## src/rtl/rom_stream_reader.sv

```systemverilog
// rom_stream_reader: reads a window of a 1-cycle-latency synchronous rom
// and re-emits the words as a valid/ready stream through a credit FIFO.
// Ports: clk, rst (async, active high); start/start_addr/length launch a
// transfer; busy/done report progress; rom_en/rom_addr/rom_data talk to
// the rom; out_data/out_valid/out_ready/out_last form the stream.
// Define RSR_CHECKSUM_EN to add the checksum output (XOR of popped words).
module rom_stream_reader #(
  parameter int DATA_WIDTH = 4,
  parameter int ADDR_WIDTH = 4,
  parameter int FIFO_DEPTH = 4
) (
  input  logic                  clk,
  input  logic                  rst,
  input  logic                  start,
  input  logic [ADDR_WIDTH-1:0] start_addr,
  input  logic [ADDR_WIDTH:0]   length,
  output logic                  busy,
  output logic                  done,
  output logic                  rom_en,
  output logic [ADDR_WIDTH-1:0] rom_addr,
  input  logic [DATA_WIDTH-1:0] rom_data,
  output logic [DATA_WIDTH-1:0] out_data,
  output logic                  out_valid,
  input  logic                  out_ready,
  output logic                  out_last
`ifdef RSR_CHECKSUM_EN
  ,
  output logic [DATA_WIDTH-1:0] checksum
`endif
);

  localparam int PW = $clog2(FIFO_DEPTH);
  localparam logic [PW+1:0] DEP = (PW+2)'(FIFO_DEPTH);
  localparam logic [ADDR_WIDTH:0] LONE = 1;
  localparam logic [ADDR_WIDTH:0] LZERO = 0;
  localparam logic [ADDR_WIDTH-1:0] AONE = 1;
  localparam logic [PW-1:0] PONE = 1;
  localparam logic [PW:0] CONE = 1;

  typedef enum logic [1:0] {
    IDLE,
    RUN,
    DRAIN,
    DONE
  } state_t;

  state_t state;

  logic [ADDR_WIDTH:0] len_r;
  logic [ADDR_WIDTH:0] iss_cnt;
  logic [ADDR_WIDTH:0] iss_nxt;
  logic                last0;
  logic                cap_v;
  logic                cap_last;

  logic [DATA_WIDTH:0] mem [FIFO_DEPTH];
  logic [PW-1:0]       wp;
  logic [PW-1:0]       rp;
  logic [PW:0]         cnt;

  logic [1:0]    infl;
  logic [PW+1:0] used;
  logic          credit;
  logic          pop;
  logic          wr;

  // rom_en is stage 0 of the read pipeline, cap_v is stage 1
  assign infl    = {1'b0, rom_en} + {1'b0, cap_v};
  assign used    = {1'b0, cnt} + {{PW{1'b0}}, infl};
  assign credit  = used < DEP;
  assign iss_nxt = iss_cnt + LONE;

  assign out_valid = cnt != '0;
  assign out_data  = mem[rp][DATA_WIDTH-1:0];
  assign out_last  = out_valid & mem[rp][DATA_WIDTH];
  assign pop       = out_valid & out_ready;
  assign wr        = cap_v;

  always_ff @(posedge clk or posedge rst) begin
    if (rst) begin
      state    <= IDLE;
      busy     <= 1'b0;
      done     <= 1'b0;
      rom_en   <= 1'b0;
      rom_addr <= '0;
      len_r    <= '0;
      iss_cnt  <= '0;
      last0    <= 1'b0;
    end else begin
      done   <= 1'b0;
      rom_en <= 1'b0;
      unique case (state)
        IDLE: begin
          if (start) begin
            if (length == LZERO) begin
              state <= DONE;
              done  <= 1'b1;
            end else begin
              // first read issues on the accepting edge
              busy     <= 1'b1;
              len_r    <= length;
              rom_en   <= 1'b1;
              rom_addr <= start_addr;
              iss_cnt  <= LONE;
              last0    <= length == LONE;
              state    <= (length == LONE) ? DRAIN : RUN;
            end
          end
        end
        RUN: begin
          if (credit) begin
            rom_en   <= 1'b1;
            rom_addr <= rom_addr + AONE;
            iss_cnt  <= iss_nxt;
            last0    <= iss_nxt == len_r;
            if (iss_nxt == len_r) state <= DRAIN;
          end
        end
        DRAIN: begin
          if (pop && out_last) begin
            state <= DONE;
            busy  <= 1'b0;
            done  <= 1'b1;
          end
        end
        DONE: begin
          state <= IDLE;
        end
        default: state <= IDLE;
      endcase
    end
  end

  // valid/last travel alongside the rom read; data only taken when valid
  always_ff @(posedge clk or posedge rst) begin
    if (rst) begin
      cap_v    <= 1'b0;
      cap_last <= 1'b0;
    end else begin
      cap_v    <= rom_en;
      cap_last <= last0;
    end
  end

  always_ff @(posedge clk or posedge rst) begin
    if (rst) begin
      wp  <= '0;
      rp  <= '0;
      cnt <= '0;
      for (int i = 0; i < FIFO_DEPTH; i++) mem[i] <= '0;
    end else begin
      if (wr) begin
        mem[wp] <= {cap_last, rom_data};
        wp      <= wp + PONE;
      end
      if (pop) rp <= rp + PONE;
      unique case ({wr, pop})
        2'b10:   cnt <= cnt + CONE;
        2'b01:   cnt <= cnt - CONE;
        default: cnt <= cnt;
      endcase
    end
  end

`ifdef RSR_CHECKSUM_EN
  always_ff @(posedge clk or posedge rst) begin
    if (rst) begin
      checksum <= '0;
    end else if (state == IDLE && start) begin
      checksum <= '0;
    end else if (pop) begin
      checksum <= checksum ^ out_data;
    end
  end
`endif

endmodule
```

## config.mk

```make
export PLATFORM = sky130hd
export DESIGN_NAME = rom_stream_reader
export DESIGN_NICKNAME = d
export VERILOG_FILES = /design/src/rtl/rom_stream_reader.sv
export SDC_FILE = /design/constraint.sdc
export NUM_CORES = 1
export LEC_CHECK = 0
export BUFFER_PORTS_ARGS = -buffer_cell sky130_fd_sc_hd__buf_2
export CORE_MARGIN = 5
export CORE_UTILIZATION = 57
export DETAILED_ROUTE_END_ITERATION = 10
export HOLD_SLACK_MARGIN = 0.02
export PLACE_DENSITY_LB_ADDON = 0.1
export SYNTH_ARGS = -nofsm -noshare
export SYNTH_HDL_FRONTEND = slang
export SYNTH_SLANG_ARGS = --single-unit
```

## constraint.sdc

```tcl
create_clock -name clk -period 2.5 [get_ports clk]
set_input_delay 0.125 -clock clk [delete_from_list [all_inputs] [get_ports clk]]
set_output_delay 0.125 -clock clk [all_outputs]
set_load 0.005 [all_outputs]
```

==> results of run 1 <==
[critical path, cell delays in order (launching register included)]
cell and delay (ps):
dfrtp_1 400, inv_1 100, ha_1 360, inv_1 180, nor2_1 290, o21a_1 300, o211ai_1 120, o21a_1 120
[kinds of logic after synthesis]
logic type,count (synthesis),share of synthesized area
DFF,49,0.490
and+or+nand+nor,37,0.0796
buffers and inverters,18,0.0370
adders and majority gates,12,0.0631
AOI/OAI and AO/OA,36,0.0926
xor gates and xnor gates,15,0.0581
muxes,34,0.179
[report_power, final]
| group | leakage [nW] | internal [mW] | switching [mW] | total [mW] |
|---|---|---|---|---|
| sequential | 0.587 | 1.17 | 0.320 | 1.49 |
| clock | 0.0364 | 0.196 | 0.267 | 0.463 |
| combinational | 0.639 | 0.852 | 0.713 | 1.57 |
| total | 1.26 | 2.21 | 1.30 | 3.51 |
[cell type report]
class | instances | area, sq um | share of cell area
Sequential cell | 49 | 1230 | 0.445
Clock buffer | 5 | 68.8 | 0.0250
Tap cell | 52 | 65.1 | 0.0236
Timing Repair Buffer | 29 | 145 | 0.0526
Clock inverter | 3 | 22.5 | 0.00817
Multi-Input combinational cell | 134 | 1180 | 0.428
Inverter | 13 | 48.8 | 0.0177
[layer usage]
metal | routed length [um] | vias up | part of all wire | global-route usage
li1 | - | 778 | - | -
met1 | 1950 | 785 | 0.43 | 0.204
met2 | 2420 | 21 | 0.53 | 0.288
met4 | 51 | 0 | 0.011 | 0.0420
met5 | 0 | - | 0 | 0
met3 | 148 | 6 | 0.032 | 0.0390
[through the flow]
stage | instances | instance area, sq um | util | hold WS (ps)
floorplan | 201 | 2500 | - | 239
global placement | 277 | 2670 | 0.621 | 367
detailed placement | 277 | 2670 | 0.621 | 365
CTS | 285 | 2760 | 0.642 | 89.1
global route | 285 | 2760 | 0.642 | 84.2
finish | 285 | 2760 | 0.642 | 43.2
[registers in the layout, indices dropped and copies added, names as in the netlist]
| signal | count |
|---|---|
| busy | 1 |
| last0 | 1 |
| done | 1 |
| rom_addr | 4 |
| cnt | 3 |
| cap_v | 1 |
| rom_en | 1 |
| cap_last | 1 |
| iss_cnt | 5 |
| rp | 2 |
| len_r | 5 |
| wp | 2 |
| mem | 20 |
| state | 2 |
[final timing paths]
kind / startpoint / to / slack, ps / cells after the start
max in group asynchronous: rst / done$_DFF_PP0_ / 1840 / 2
hold / removal: rst / wp[1]$_DFFE_PP0P_ / 40 / 2
min in group clk: rom_data[2] / mem[2]$_DFFE_PP0P_ / 90 / 2
setup / recovery: state[1]$_DFFE_PP0P_ / last0$_DFFE_PP0P_ / 520 / 7
hold reg to reg: last0$_DFFE_PP0P_ / cap_last$_DFF_PP0_ / 410 / 0
setup reg to reg: state[1]$_DFFE_PP0P_ / last0$_DFFE_PP0P_ / 520 / 7
[synth_stat cells (2+ instances only)]
| cell | number |
|---|---|
| xor2_1 | 7 |
| a21oi_1 | 5 |
| dfrtp_1 | 49 |
| mux4_1 | 4 |
| a21o_1 | 2 |
| mux2i_1 | 5 |
| nand3_1 | 4 |
| nand4_1 | 2 |
| nor2_1 | 6 |
| o21ai_0 | 11 |
| buf_6 | 3 |
| o21a_1 | 4 |
| inv_1 | 13 |
| o211ai_1 | 2 |
| xnor2_1 | 7 |
| nand2_1 | 15 |
| o21ai_1 | 4 |
| ha_1 | 11 |
| mux2_2 | 24 |
[placed cells by master, fill, tap and decap left out, drive strengths merged, types with 2 or more instances in the layout]
cell type,n
dfrtp,49
buf,29
mux2,24
nand2,16
o21ai,16
inv,13
ha,11
xor2,7
xnor2,7
nor2,6
a21oi,6
mux2i,5
clkbuf,5
mux4,5
o21a,4
nand3,4
clkinvlp,3
o211ai,2
nand4,2
a21o,2
or3,2
and2,2
==> impl_summary.log, run 1 <==
INFO  metric status = finished, final reports clean
INFO  metric cts_num_sinks = just under 50
INFO  metric worstPathMaxFanout = 9
INFO  metric synth_largest_area_cell = dfrtp_1
INFO  metric data_arrival_time_of_the_critical_path = 2180 ps
INFO  metric skew = ~4.3 ps
INFO  metric ctsHtreeMaxLevel = 2
INFO  metric setup_repair_bufs_after_cts = 0
INFO  metric syn-mean-instance-area = approximately 12 sq um
INFO  metric grt_max_degree = 50
INFO  metric dp_hpwl = between 3000 and 4000 um
INFO  metric netlist_top_cells_area = dfrtp_1 (49%), mux2_2 (11%), ha_1 (5.5%)
INFO  metric clk_latency = roughly 300 ps
INFO  metric grt_antenna_before_repair = 0
INFO  metric powerDensity = approximately 1300 nW/um^2
INFO  metric synth_fp_nets = 230
INFO  metric numPortBuffers = 29
INFO  metric post_drt_via_cell_ratio = 5.58
INFO  metric finalHoldViolCount = 0
INFO  metric drtPass1Iterations = 4
INFO  metric yosys.area.top_type_share = 0.490
INFO  metric grt_pass1_vias = around 1,600
INFO  metric dpl_worst_slack = about 540 ps
INFO  metric ys.warnings.count = 0
INFO  metric fp.coreArea = between 4000 and 5000 sq um
INFO  metric tritoncts_clock_tree = yes
INFO  metric end_kind = flip-flop
INFO  metric gp_routability_congestion = ~0.84
INFO  metric irDropWorstVdd = 0.000552 V
INFO  metric antennaDiodeCount = 0
INFO  metric worst_margin_slew = 989 ps
INFO  metric io_pins = 30
INFO  metric setup_viol = 0
INFO  metric cts_made_buffers = 5
INFO  metric synth.ff_latch_count = 49
INFO  metric min_period_over_period = 0.791
INFO  metric ys_seq_area_frac = 0.490
INFO  metric fmax = 506 MHz
INFO  metric syn_area = 2500 sq um
INFO  metric post_synth_inst_count = 201
INFO  metric buffer_depth_of_the_longest_clock_path = 2
INFO  metric wirelength = 4570 um
INFO  metric timing.final.ws_setup = ~520 ps
INFO  metric vias = 1,590
INFO  metric static-leakage-power = between 1 and 1.5 nW
INFO  metric fin_setup_tns = 0 ps
INFO  metric drtIter0Drc = between 90 and 100
INFO  metric number_of_nets_at_the_end_of_the_flow = ~260
INFO  metric yosys.cell_types.count = between 40 and 50
INFO  metric drt.antenna.violating_nets = 0
INFO  metric horizontal_die_dimension = roughly 76 um
INFO  metric hold_path_class = input pin to async pin
INFO  metric die-area = 5810 sq um
INFO  metric totalPowerFinal = 3.51 mW
INFO  metric wl_per_cell = between 15 and 20 um
INFO  metric synth-edff-count = 0
INFO  metric master_cell_of_the_clock_root_buffer = clkbuf_8
INFO  metric drc_errors_left = 0
INFO  metric critical_path_required = around 2700 ps
INFO  metric period_needed = 1980 ps
INFO  metric synth_flop_cell = dfrtp_1
INFO  metric die_height = approximately 76 um
INFO  metric rsz_0062_raised_after_global_routing = false
INFO  metric clkSlewWorstSetupHoldPaths = about 90 ps
INFO  metric classification_of_the_worst_setup_path = flip-flop to flip-flop
INFO  metric async_flop_share = 1.00
INFO  metric grt_util_all_layers = 0.165
INFO  metric grt_pass1_wl = 7740 um
INFO  metric max_slew_margin = 0.339
INFO  metric worst_setup_path_start_kind = flip-flop
INFO  metric std_cell_rows = 24
INFO  metric drive_above_1_share = 0.313
INFO  metric timing.final.max_slew_violations = 0
INFO  metric cts_hold_buf = 0
INFO  metric post_cts_resized = 0
INFO  metric drv.max_cap_violation_count = 0
INFO  metric global_route.overflow_total = 0
INFO  metric syn_to_final_growth = 10.3%
INFO  metric fill_cells = about 330
INFO  metric floorplan.initialDensity = 0.582
Power figures use the tool's default switching activity.
==> run 2, diff against run 1 <==
==> constraint.sdc (replaced) <==
create_clock -name clk -period 1.9 [get_ports clk]
set_input_delay 0.095 -clock clk [delete_from_list [all_inputs] [get_ports clk]]
set_output_delay 0.095 -clock clk [all_outputs]
set_load 0.005 [all_outputs]
==> run 2 against run 1 <==
Compared with the run above:
- register-to-register slack worse by 470 ps
- core utilization up 3.3 points
- sequential power rose by 28%
- sequential share of layout area is 2.2 points lower
- largest power group unchanged
- global-route usage up 0.78 points
- largest cell class unchanged
- clock skew increased by 2.9 ps
==> impl_summary.log, run 2 (synthesized netlist as in run 1, its figures left out) <==
INFO  metric drt.antenna.violating_nets = 0
INFO  metric tritoncts_clock_tree = yes
INFO  metric grt_max_degree = 32
INFO  metric io_pins = 30
INFO  metric syn_to_final_growth = 16.0%
INFO  metric registers.top_by_ff_count = mem
INFO  metric grt_util_all_layers = 0.172
INFO  metric critPathMaxStageDelay = between 400 and 500 ps
INFO  metric worstReg2RegStart = cnt[0]$_DFFE_PP0P_
INFO  metric horizontal_die_dimension = between 70 and 80 um
INFO  metric floorplan.initialDensity = 0.582
INFO  metric post_drt_via_cell_ratio = around 5.6
INFO  metric worst_setup_path_start_kind = flip-flop
INFO  metric use_met2 = 0.320
INFO  metric area.sequential = 1230 sq um
INFO  metric data_arrival_time_of_the_critical_path = roughly 2000 ps
INFO  metric hold_start = rom_data[3]
INFO  metric max_slew_margin = 0.573
INFO  metric finalHoldWorstSlack = around 64 ps
INFO  metric dp_hpwl = around 3800 um
INFO  metric fill_cells = 317
INFO  metric setup_viol = 0
INFO  metric critical_path.cell_chain = ha_4 > a211o_1 > o211ai_1 > o21ai_1 > a221o_2 > mux2i_1
INFO  metric layout.cells.most_common = dfrtp_1
INFO  metric vias = ~1,700
INFO  metric min_period_over_period = 0.975
INFO  metric timing.final.max_slew_violations = 0
INFO  metric grt_most_used_layer = met2
INFO  metric number_of_nets_at_the_end_of_the_flow = between 200 and 300
INFO  metric cts_made_buffers = 5
INFO  metric fp.coreArea = 4290 sq um
INFO  metric worstPathMaxFanout = 4
INFO  metric antennaDiodeCount = 0
INFO  metric post-route-cell-area = 2900 sq um
INFO  metric timing.hold.worst_path_depth = 2
INFO  metric worst_margin_slew = approximately 640 ps
INFO  metric multiInputGateArea = 1220 sq um
INFO  metric crit_slowest_cell = dfrtp_1
INFO  metric fmax = between 500 and 600 MHz
INFO  metric rr_worst_depth = 6
INFO  metric finalHoldViolCount = 0
INFO  metric drc_errors_left = 0
INFO  metric cts_num_sinks = 49
INFO  metric dpl_worst_slack = about 27 ps
INFO  metric classification_of_the_worst_setup_path = flip-flop to flip-flop
INFO  metric rr_endpoint = state[1]$_DFFE_PP0P_
INFO  metric hold_path_end = mem[3]$_DFFE_PP0P_
INFO  metric period_needed = around 1900 ps
INFO  metric global_route.overflow_total = 0
INFO  metric wl_per_cell = between 15 and 20 um
INFO  metric grt_antenna_before_repair = 0
INFO  metric met1_track_demand_over_resource_in_global_routing = 0.198
INFO  metric grt_pass1_vias = 1,722
INFO  metric powerDensity = between 1500 and 2000 nW/um^2
INFO  metric r2r_setup_slack = around 47 ps
INFO  metric end_kind = flip-flop
INFO  metric largest_registers = mem: 20 flops, iss_cnt: 5 flops, len_r: 5 flops
INFO  metric critical_path_required = 2080 ps
INFO  metric static-leakage-power = 1.33 nW
INFO  metric clkSlewWorstSetupHoldPaths = around 90 ps
INFO  metric place_area = approximately 2700 sq um
INFO  metric clk_latency = about 300 ps
INFO  metric gp_routability_congestion = 0.891
INFO  metric ctsHtreeMaxLevel = 2
INFO  metric wirelength = roughly 4900 um
INFO  metric status = finished, final reports clean
INFO  metric die_height = around 76 um
INFO  metric master_cell_of_the_clock_root_buffer = clkbuf_8
INFO  metric buffer_depth_of_the_longest_clock_path = 2
INFO  metric layout_common_cells = dfrtp_1 (49), buf_2 (29), mux2_2 (24)
INFO  metric drtIter0Drc = between 70 and 80
INFO  metric std_cell_rows = 24
INFO  metric largest_register_ffs = 20
INFO  metric skew = between 7 and 8 ps
INFO  metric irDropWorstVdd = around 0.00070 V
INFO  metric timing.final.ws_setup = around 47 ps
INFO  metric die-area = 5810 sq um
INFO  metric drtPass1Iterations = 4
INFO  metric numPortBuffers = 29
INFO  metric grt_util_met3 = 0.0366
INFO  metric hold_path_class = input pin to flip-flop
INFO  metric drv.max_cap_violation_count = 0
INFO  metric grt_pass1_wl = around 8100 um
INFO  metric totalPowerFinal = around 4.9 mW
INFO  metric drive_above_1_share = 0.366
run 2: timing repair:
item	in CTS	in global routing
pin swaps	0	5
endpoints found under the hold margin	29	0
hold buffers	1	0
setup endpoints to repair	1	6
resized for setup	1	3
buffers inserted	0	5
run 2: worst max-delay path, delay by kind of cell (launching register included):
family	cells	cell delay [ps]
muxes	1	130
adders and majority gates	1	240
DFF	1	440
AOI/OAI and AO/OA	4	940
run 2: how the worst max path moves through the flow:
| stage | from | end |
|---|---|---|
| floorplan | cnt[1]$_DFFE_PP0P_ | cnt[2]$_DFFE_PP0P_ |
| global placement | cnt[0]$_DFFE_PP0P_ | cnt[2]$_DFFE_PP0P_ |
| detailed placement | cnt[0]$_DFFE_PP0P_ | cnt[2]$_DFFE_PP0P_ |
| CTS | cnt[0]$_DFFE_PP0P_ | cnt[2]$_DFFE_PP0P_ |
| global route | cnt[0]$_DFFE_PP0P_ | cnt[2]$_DFFE_PP0P_ |
| finish | cnt[0]$_DFFE_PP0P_ | state[1]$_DFFE_PP0P_ |
run 2: layer usage:
metal	up-vias	wire, um	part of all wire
met4	0	51	0.010
met5	-	0	0
li1	793	-	-
met1	840	1980	0.41
met2	26	2690	0.55
met3	6	148	0.030
run 2: per-stage QoR:
step / setup TNS [ps] / std cells / util
2_1_floorplan: 0 / 201 / -
3_3_place_gp: 0 / 284 / 0.634
3_5_place_dp: 0 / 284 / 0.634
4_1_cts: 0 / 293 / 0.660
5_1_grt: -31.0 / 298 / 0.675
6_report: 0 / 298 / 0.675
run 2: area by class of cell:
class                      instances  share of cell area
tap                               52              0.0224
clock inverter                     3             0.00863
multi-input combinational        134               0.421
timing repair buffer              42              0.0846
clock buffer                       5              0.0237
sequential                        49               0.423
inverter                          13              0.0168
run 2: power breakdown:
group / total [mW] / switching (mW) / internal [mW] / leakage [nW]
registers: 1.90 / 0.369 / 1.53 / 0.587
logic: 2.36 / 1.08 / 1.29 / 0.702
clock network: 0.611 / 0.345 / 0.266 / 0.0447
==> run 3, diff against run 2 <==
--- a/config.mk
+++ b/config.mk
@@ -7,7 +7,7 @@
 export LEC_CHECK = 0
 export BUFFER_PORTS_ARGS = -buffer_cell sky130_fd_sc_hd__buf_2
 export CORE_MARGIN = 5
-export CORE_UTILIZATION = 57
+export CORE_UTILIZATION = 60
 export DETAILED_ROUTE_END_ITERATION = 10
 export HOLD_SLACK_MARGIN = 0.02
 export PLACE_DENSITY_LB_ADDON = 0.1
==> constraint.sdc (replaced) <==
create_clock -name clk -period 2.3 [get_ports clk]
set_input_delay 0.115 -clock clk [delete_from_list [all_inputs] [get_ports clk]]
set_output_delay 0.115 -clock clk [all_outputs]
set_load 0.005 [all_outputs]
==> run 3 against run 2 <==
Compared with the run above:
- power shrank 17%
- maximum frequency shrank 5.4%
- cell count shrank 4.7%
- non-clock buffer count shrank 12
==> impl_summary.log, run 3 (synthesized netlist as in run 1, its figures left out) <==
INFO  metric buffer_depth_of_the_longest_clock_path = 2
INFO  metric worstReg2RegStart = cnt[0]$_DFFE_PP0P_
INFO  metric fp.coreArea = around 4000 sq um
INFO  metric fill_cells = roughly 290
INFO  metric cp.depth = 6
INFO  metric largest_register_ffs = 20
INFO  metric die-area = about 5600 sq um
INFO  metric fin_setup_tns = 0 ps
INFO  metric syn_to_final_growth = 12.2%
INFO  metric ctsHtreeMaxLevel = 2
INFO  metric drtIter0Drc = between 70 and 80
INFO  metric post_drt_via_cell_ratio = ~5.8
INFO  metric die_height = roughly 75 um
INFO  metric data_arrival_time_of_the_critical_path = approximately 2200 ps
INFO  metric multiInputGateArea = ~1200 sq um
INFO  metric horizontal_die_dimension = roughly 75 um
INFO  metric vias = around 1,600
INFO  metric area.sequential = between 1000 and 1500 sq um
INFO  metric classification_of_the_worst_setup_path = flip-flop to flip-flop
INFO  metric end_kind = flip-flop
INFO  metric period_needed = about 2000 ps
INFO  metric irDropWorstVdd = 0.000974 V
INFO  metric fmax = between 500 and 600 MHz
INFO  metric clkSlewWorstSetupHoldPaths = around 90 ps
INFO  metric cts_hold_buf = 0
INFO  metric skew = between 7 and 8 ps
INFO  metric critical_path.cell_chain = or3_4 > and2_4 > ha_1 > inv_1 > fa_1 > mux2i_1
INFO  metric hold_path_class = input pin to async pin
INFO  metric post_cts_resized = 0
INFO  metric worst_setup_path_startpoint = cnt[0]$_DFFE_PP0P_
INFO  metric grt_pass1_vias = roughly 1,700
INFO  metric critPathMaxStageDelay = 430 ps
INFO  metric number_of_nets_at_the_end_of_the_flow = roughly 260
INFO  metric drc_errors_left = 0
INFO  metric worstPathMaxFanout = 4
INFO  metric numPortBuffers = 29
INFO  metric max_slew_margin = 0.346
INFO  metric min_period_over_period = 0.851
INFO  metric cts_num_sinks = around 50
INFO  metric utilization = 0.696
INFO  metric drv.max_cap_violation_count = 0
INFO  metric grt_util_all_layers = 0.191
INFO  metric master_cell_of_the_clock_root_buffer = clkbuf_8
INFO  metric crit_slowest_cell = dfrtp_1
INFO  metric largest_registers = mem: 20 flops, iss_cnt: 5 flops, len_r: 5 flops
INFO  metric powerDensity = between 1000 and 1500 nW/um^2
INFO  metric r2r_setup_slack = 340 ps
INFO  metric static-leakage-power = 1.30 nW
INFO  metric antennaDiodeCount = 0
INFO  metric floorplan.initialDensity = 0.620
INFO  metric clk_latency = approximately 300 ps
INFO  metric rr_worst_depth = 6
INFO  metric rsz_0062_raised_after_global_routing = false
INFO  metric layout_common_cells = dfrtp_1 (49), buf_2 (29), mux2_2 (24)
INFO  metric drtPass1Iterations = 6
INFO  metric cp_num_buf_inv = 1
INFO  metric rr_endpoint = cnt[1]$_DFFE_PP0P_
INFO  metric delay_heaviest_family_cp = adder cells
INFO  metric tritoncts_clock_tree = yes
INFO  metric cts_made_buffers = 5
INFO  metric setup_repair_bufs_after_cts = 0
INFO  metric critical_path_required = about 2500 ps
INFO  metric drive_above_1_share = 0.316
INFO  metric wirelength = around 4700 um
INFO  metric finalHoldWorstSlack = 37.5 ps
INFO  metric timing.final.max_slew_violations = 0
INFO  metric worstSetupEndpoint = cnt[1]$_DFFE_PP0P_
INFO  metric finalHoldViolCount = 0
INFO  metric worst_setup_path_start_kind = flip-flop
INFO  metric status = finished, final reports clean
INFO  metric global_route.overflow_total = 0
INFO  metric gp_routability_congestion = between 0.8 and 0.9
INFO  metric setup_viol = 0
INFO  metric io_pins = 30
INFO  metric drt.antenna.violating_nets = 0
INFO  metric grt_pass1_wl = ~8000 um
INFO  metric registers.top_by_ff_count = mem
INFO  metric wl_per_cell = around 17 um
INFO  metric grt_antenna_before_repair = 0
INFO  metric layout.cells.most_common = dfrtp_1
INFO  metric worst_margin_slew = 979 ps
INFO  metric dp_hpwl = 3550 um
INFO  metric grt_max_degree = 50
INFO  metric std_cell_rows = 23
## run 3: where the power goes
group          switching [mW]  total, mW  internal [mW]
Sequential              0.341       1.61           1.27
Combinational           0.806       1.74          0.938
Clock                   0.281      0.713          0.432
## run 3: stage by stage
step	area [sq um]	instances	setup WS [ps]	power, mW
floorplan	2500	201	370	2.90
global placement	2670	276	447	3.23
detailed placement	2670	276	352	3.38
CTS	2810	284	327	4.11
global route	2810	284	246	4.36
finish	2810	284	342	4.06
## run 3: worst min-delay path by stage
| stage | startpoint | end | slack [ps] |
|---|---|---|---|
| after CTS | length[0] | done$_DFF_PP0_ | 70 |
| after detailed placement | last0$_DFFE_PP0P_ | cap_last$_DFF_PP0_ | 370 |
| after global placement | last0$_DFFE_PP0P_ | cap_last$_DFF_PP0_ | 360 |
| final | rst | cap_v$_DFF_PP0_ | 40 |
| after floorplan | length[0] | done$_DFF_PP0_ | 230 |
| after global routing | length[0] | done$_DFF_PP0_ | 70 |
## run 3: final cells by class
type                            count  area share
Timing Repair Buffer               30      0.0544
Sequential cell                    49       0.437
Clock buffer                        5      0.0245
Inverter                           13      0.0174
Multi-Input combinational cell    134       0.421
Tap cell                           50      0.0223
Clock inverter                      3      0.0232
## run 3: layer usage
layer,up-vias,global-route usage,routed length [um]
met1,818,0.226,1950
met3,11,0.0473,210
met2,29,0.340,2480
met5,-,0,0
li1,778,-,-
met4,0,0.0632,87
